### src/rtl/branch_pkg.sv
// Shared RV32I branch definitions: funct3 codes and the branch operation enum.
package branch_pkg;

    localparam logic [2:0] F3_BEQ  = 3'b000;
    localparam logic [2:0] F3_BNE  = 3'b001;
    localparam logic [2:0] F3_BLT  = 3'b100;
    localparam logic [2:0] F3_BGE  = 3'b101;
    localparam logic [2:0] F3_BLTU = 3'b110;
    localparam logic [2:0] F3_BGEU = 3'b111;

    typedef enum logic [2:0] {
        OpBeq  = F3_BEQ,
        OpBne  = F3_BNE,
        OpBlt  = F3_BLT,
        OpBge  = F3_BGE,
        OpBltu = F3_BLTU,
        OpBgeu = F3_BGEU
    } branch_op_e;

endpackage

### src/rtl/branch_cmp.sv
// Operand comparator: equality plus signed and unsigned less-than flags.
module branch_cmp #(
    parameter int unsigned XLEN = 32
) (
    input  logic [XLEN-1:0] rs1,
    input  logic [XLEN-1:0] rs2,
    output logic            eq,
    output logic            lt_s,
    output logic            lt_u
);

    // Bit XLEN-1 acts as the sign bit for the signed compare.
    always_comb begin
        eq   = (rs1 == rs2);
        lt_u = (rs1 < rs2);
        lt_s = ($signed(rs1) < $signed(rs2));
    end

endmodule

### src/rtl/branch_unit.sv
// RV32I conditional-branch resolver with a one-cycle registered copy of the decision.
// Optional taken/not-taken statistics counters enabled by defining BRANCH_STATS_EN.
module branch_unit
    import branch_pkg::*;
#(
    parameter int unsigned XLEN = 32
) (
    input  logic            clk,
    input  logic            rst,
    input  logic [XLEN-1:0] rs1,
    input  logic [XLEN-1:0] rs2,
    input  logic [2:0]      fun3,
    input  logic            en,
    output logic            out,
    output logic            illegal,
    output logic            out_q,
    output logic            illegal_q
`ifdef BRANCH_STATS_EN
    ,
    output logic [31:0]     taken_cnt,
    output logic [31:0]     nottaken_cnt
`endif
);

    logic eq;
    logic lt_s;
    logic lt_u;

    branch_cmp #(
        .XLEN (XLEN)
    ) u_cmp (
        .rs1  (rs1),
        .rs2  (rs2),
        .eq   (eq),
        .lt_s (lt_s),
        .lt_u (lt_u)
    );

    // Decode funct3 into the taken flag; unknown codes resolve to not-taken and illegal.
    always_comb begin
        out     = 1'b0;
        illegal = 1'b0;
        case (fun3)
            F3_BEQ:  out = eq;
            F3_BNE:  out = ~eq;
            F3_BLT:  out = lt_s;
            F3_BGE:  out = ~lt_s;
            F3_BLTU: out = lt_u;
            F3_BGEU: out = ~lt_u;
            default: begin
                out     = 1'b0;
                illegal = 1'b1;
            end
        endcase
    end

    // Register the decision only while en is high; otherwise clear so nothing stale lingers.
    always_ff @(posedge clk) begin
        if (rst) begin
            out_q     <= 1'b0;
            illegal_q <= 1'b0;
        end else if (en) begin
            out_q     <= out;
            illegal_q <= illegal;
        end else begin
            out_q     <= 1'b0;
            illegal_q <= 1'b0;
        end
    end

`ifdef BRANCH_STATS_EN
    // Count legal enabled branches by outcome; counters wrap freely.
    always_ff @(posedge clk) begin
        if (rst) begin
            taken_cnt    <= 32'd0;
            nottaken_cnt <= 32'd0;
        end else if (en && !illegal) begin
            if (out) begin
                taken_cnt <= taken_cnt + 32'd1;
            end else begin
                nottaken_cnt <= nottaken_cnt + 32'd1;
            end
        end
    end
`endif

endmodule

### config.mk
export PLATFORM = sky130hd
export DESIGN_NAME = branch_unit
export DESIGN_NICKNAME = d
export VERILOG_FILES = /design/src/rtl/branch_pkg.sv /design/src/rtl/branch_cmp.sv /design/src/rtl/branch_unit.sv
export SDC_FILE = /design/constraint.sdc
export NUM_CORES = 1
export LEC_CHECK = 0
export CAP_MARGIN = 20
export CORE_UTILIZATION = 33
export DETAILED_ROUTE_END_ITERATION = 8
export HOLD_SLACK_MARGIN = 0.12
export PLACE_DENSITY = 0.87
export SYNTH_ARGS = -nofsm -noshare
export SYNTH_HDL_FRONTEND = slang
export SYNTH_HIERARCHICAL = 1
export SYNTH_SLANG_ARGS = --single-unit
export TNS_END_PERCENT = 5
### constraint.sdc
create_clock -name clk -period 4.05 [get_ports clk]
set_input_delay 0.81 -clock clk [delete_from_list [all_inputs] [get_ports clk]]
set_output_delay 0.81 -clock clk [all_outputs]
set_load 0.1 [all_outputs]
# Yosys cells after proc, flatten, opt, wreduce, memory -nomap -nowiden
# Cells that the tools add are included.
[classes] order_cmp=2 eq_ne=6 muxes=2 bitwise=4 n_reduce_logical=3
[op_table] cell="$lt A32 B32 Y1" count=2
[op_table] cell="$eq A32 B32 Y1" count=1
[op_table] cell="$eq A3 B3 Y1 const B" count=4
[op_table] cell="$pmux W1 S6" count=1
[op_table] cell="$reduce_or A6 Y1" count=1
[op_table] cell="$not A1 Y1" count=4
[op_table] cell="$eq A3 B1 Y1 const B" count=1
[op_table] cell="$logic_not A3 Y1" count=1
[op_table] cell="$reduce_or A2 Y1" count=1
[op_table] cell="$mux W1" count=1
[word_totals] register_bits=2 out_inout_bits=4 wordCells=19

# Longest topological paths before layout
[depth] ltp_word=3 depth_mapped=10

# Hierarchy
# Netlist, hierarchy kept.
[modules_own_cells] module="branch_cmp" n_inst=1 cells_per_inst=115 area_per_inst_um2=822.0 seq_area_each_um2=0.0
[modules_own_cells] module="branch_unit" n_inst=1 cells_per_inst=13 area_per_inst_um2=116.4 seq_area_each_um2=40.0

# Least setup slack after synthesis
# No wires, ideal clock.
[synth_path] path_type="input to output" startpoint="in rs2[25]" endpoint="out out" t_arrival_ns=3.292 slack_ns=-0.052 stages=10 path_cell_list="inv_1 > ha_1 > a21o_1 > a221o_1 > a221o_1 > and2_4 > nor4_2 > xor2_1 > nand3b_1 > nand3_1"
[synth_via] elab_chain_len=3
[synth_rtl] element="from (decl)" line_no="branch_unit.sv:11" source="input logic [XLEN-1:0] rs2,"
[synth_rtl] element="$lt A32 B32 Y1 *" line_no="branch_cmp.sv:16" source="lt_s = ($signed(rs1) < $signed(rs2));"
[synth_rtl] element="net lt_s" line_no="branch_unit.sv:26" source="logic lt_s;"
[synth_rtl] element="$not A1 Y1" line_no="branch_unit.sv:47" source="F3_BGE: out = ~lt_s;"
[synth_rtl] element="$pmux W1 S6 *" line_no="branch_unit.sv:43" source="case (fun3)"
[synth_rtl] element="to (decl)" line_no="branch_unit.sv:14" source="output logic out,"
# The timed path passes the listed nets; every way through them passes the cells marked *.

# Final worst setup path
[layout_path] startpoint="in rs1[25]" endpoint="reg out_q"
[layout_via] elab_chain_len=3
[layout_rtl] element="from (decl)" line_no="branch_unit.sv:10" source="input logic [XLEN-1:0] rs1,"
[layout_rtl] element="$lt A32 B32 Y1 *" line_no="branch_cmp.sv:16"
[layout_rtl] element="net lt_s" line_no="branch_unit.sv:26"
[layout_rtl] element="$not A1 Y1" line_no="branch_unit.sv:47"
[layout_rtl] element="$pmux W1 S6 *" line_no="branch_unit.sv:43"
[layout_rtl] element="to (signal assigned)" line_no="branch_unit.sv:63" source="out_q <= out;"
[layout_rtl] element="to (decl)" line_no="branch_unit.sv:16" source="output logic out_q,"
# Marks and branches as above.
# A chain may end at the register's enable or synchronous reset.

==> impl_metrics.ini <==
[timing]
slew_violations = 0
period_minus_slack_ps = 4020
slew_headroom_pct = 35.8
hold_viol_final = 0
fmax_ghz = 0.249
worst_pin_slew_ps = 960
setup_viol = 0
post-route-period-util_pct = 99.3

[yosys]
synth.largest_area_cell = ha_1
yosysWarnings = 6
syn_area_per_cell_um2 = 7.33
synth_area_leaders = ha_1, inv_1, a21oi_1
synth_seq_area_share_pct = 4.27
syn-instance-count = 128
yosysTopAreaCellShare_pct = 42.7
mappedNetlistArea_um2 = 938
syn-num-nets = 230
ys_types = 27
ys_seq_elements = 2

[worst_setup_path]
crit_required_ps = 4180
cp-end-kind = register
critPathKind = in2reg
crit_fanout = 2
cp-start-kind = primary input
critPathArrivalTime_ps = 4150

[place]
place_inst = 237
dpl.hpwl_um = 2270
port_buffers = 73
gp_routability_congestion = 0.722

[clock_network]
cts_root_buf = clkbuf_4
path_clk_slew_ps = 30
clockBufferDepth = 2
tritoncts = done
hold_buffers = 0
htree_levels = 1
cts-buffers-inserted = 3
clock-sinks = 2

[route]
drc = 0
viasPerCell = 5.13
wl_met3_um = 187
wl_met2_um = 1850
wl_per_cell_um = 13.5
met1_length_um = 1300
wl_um = 3430
antenna_left = 0
first_pass_iters = 4
first_iter_violations = 19
maxUsedRoutingLayer = met4
num_vias = 1307

[global_route]
antenna_found_initial = 0
grt_pass1_vias = 1363
overflow = 0
grt_pass1_wl_um = 5350
grt_start_max_net_pins = 5
gr-usage-all-layers_pct = 21.0

[status]
status = finished clean

[die]
rows = 18
die-width_um = 55.3
design.core.area_mm2 = 0.00259
initial_core_util_pct = 36.2
ioPinCount = 74
die_area_mm2 = 0.00306
die_y_um = 55.3

[cells_and_area]
antenna_cells = 0
drive_gt1_share_pct = 31.1
finish.utilization_pct = 85.1
fin_nets = 329
syn2layout_area_growth_pct = 135
stdcell_count = 255

[pwr]
ir_drop_v = 0.000227
pwr_density_cell_mw_per_mm2 = 139
leakage_nw = 1.23

[min_path]
min_from = en
hp-class = in2reg
hold_path_end = out_q
holdPathStages = 3

[job]
drv_cap = 0
==> synth_stat cells (all sizes together) <==
cell type,number
o21ai,2
and2,2
a311oi,1
nand3b,1
nor4,2
nand2,7
ha,32
and4,1
nand4,6
o211ai,1
nor3,2
nor2,4
nor2b,2
a221oi,1
dfxtp,2
a21o,2
or3,1
xnor2,1
nand3,6
a21boi,1
xor2,2
a221o,3
a21oi,10
o31a,1
nor3b,1
inv,34
==> how the worst max path moves through the flow <==
stage | from | to | cells past startpoint
after global routing | rs1[25] | out | 11
after floorplan | rs2[25] | out | 10
final | rs1[25] | out_q | 18
after CTS | rs1[15] | out | 11
after global placement | rs2[25] | out | 12
after detailed placement | rs2[25] | out | 12
==> per-stage QoR <==
step           TNS [ps]  total power [W]  setup slack, ps  hold slack [ps]  cell area [µm²]
6_report              0         0.000306             28.3             1170             2200
5_1_grt           -92.4         0.000331            -48.6             1180             2200
4_1_cts               0         0.000284                0             1150             2020
3_5_place_dp       -214         0.000208             -214             1380             1760
3_3_place_gp       -144         0.000203             -144             1390             1760
2_1_floorplan         0         0.000108              245              882              943
==> cell usage in the layout, fill, tap and decap left out, types with 2 or more instances in the layout <==
cell | synthesis | layout
clkdlybuf4s50_1 | 0 | 41
xor2_1 | 2 | 2
and2_4 | 2 | 2
inv_1 | 34 | 24
clkbuf_4 | 0 | 3
inv_2 | 0 | 10
nor2b_1 | 2 | 2
a21oi_1 | 10 | 6
a221o_1 | 3 | 3
dfxtp_1 | 2 | 2
buf_4 | 0 | 21
nand3_1 | 6 | 5
dlymetal6s2s_1 | 0 | 26
a21o_1 | 2 | 2
nand4_1 | 6 | 6
nor3_2 | 0 | 2
nor2_1 | 4 | 2
dlygate4sd2_1 | 0 | 3
ha_1 | 32 | 17
nand2_1 | 7 | 6
ha_4 | 0 | 13
nor4_4 | 0 | 2
ha_2 | 0 | 2
a21oi_2 | 0 | 4
==> layout make-up <==
cell class	count	area, µm²
multi-input cells	92	1020
repair buffers	94	956
fillers	144	385
inverters	34	128
flip-flops and latches	2	40.0
well taps	30	37.5
clock buffers	3	22.5
==> registers in the layout, indices dropped and copies added, names as in the netlist <==
register and cells:
out_q 1, illegal_q 1
==> kinds of logic (layout without fill, tap and decap cells) <==
logic type	Yosys count	count (layout)	synth area share, %
AOI/OAI and AO/OA	22	22	15.6
and+or+nand+nor	35	35	21.1
xor gates and xnor gates	3	3	2.80
buffers and inverters	34	131	13.6
DFF	2	2	4.27
adders and majority gates	32	32	42.7
==> routing by layer <==
| metal | up-vias | track usage (%) |
|---|---|---|
| met4 | 0 | 7.50 |
| li1 | 645 | - |
| met3 | 12 | 3.98 |
| met5 | - | 0 |
| met2 | 62 | 41.1 |
| met1 | 588 | 21.8 |
==> report_power, final <==
part / internal (W) / switching, W / total [W] / leakage (nW)
Sequential: 0.0000207 / 0.000000200 / 0.0000209 / 0.0163
Combinational: 0.000137 / 0.000103 / 0.000240 / 1.20
Clock: 0.0000328 / 0.0000119 / 0.0000446 / 0.0138
==> what timing repair did <==
item / 4_1_cts / 5_1_grt
gates resized for setup: 23 / 54
hold endpoints to repair: 0 / 0
buffers inserted: 11 / 4
gates cloned: 0 / 0
pin swaps: 19 / 25
endpoints found under the setup margin: 1 / 2
==> worst max-delay path, stage by stage <==
cell and delay [ps]:
dlymetal6s2s_1 120, ha_1 310, a21o_1 210, a221o_1 320, a221o_1 390, and2_4 180, nor4_4 270, xor2_1 170
nand3b_1 130, buf_4 160, buf_4 120, buf_4 130, buf_4 120, buf_4 120, buf_4 130, buf_4 120
buf_4 120, a311oi_1 220
(Power assumes the default switching activity.)
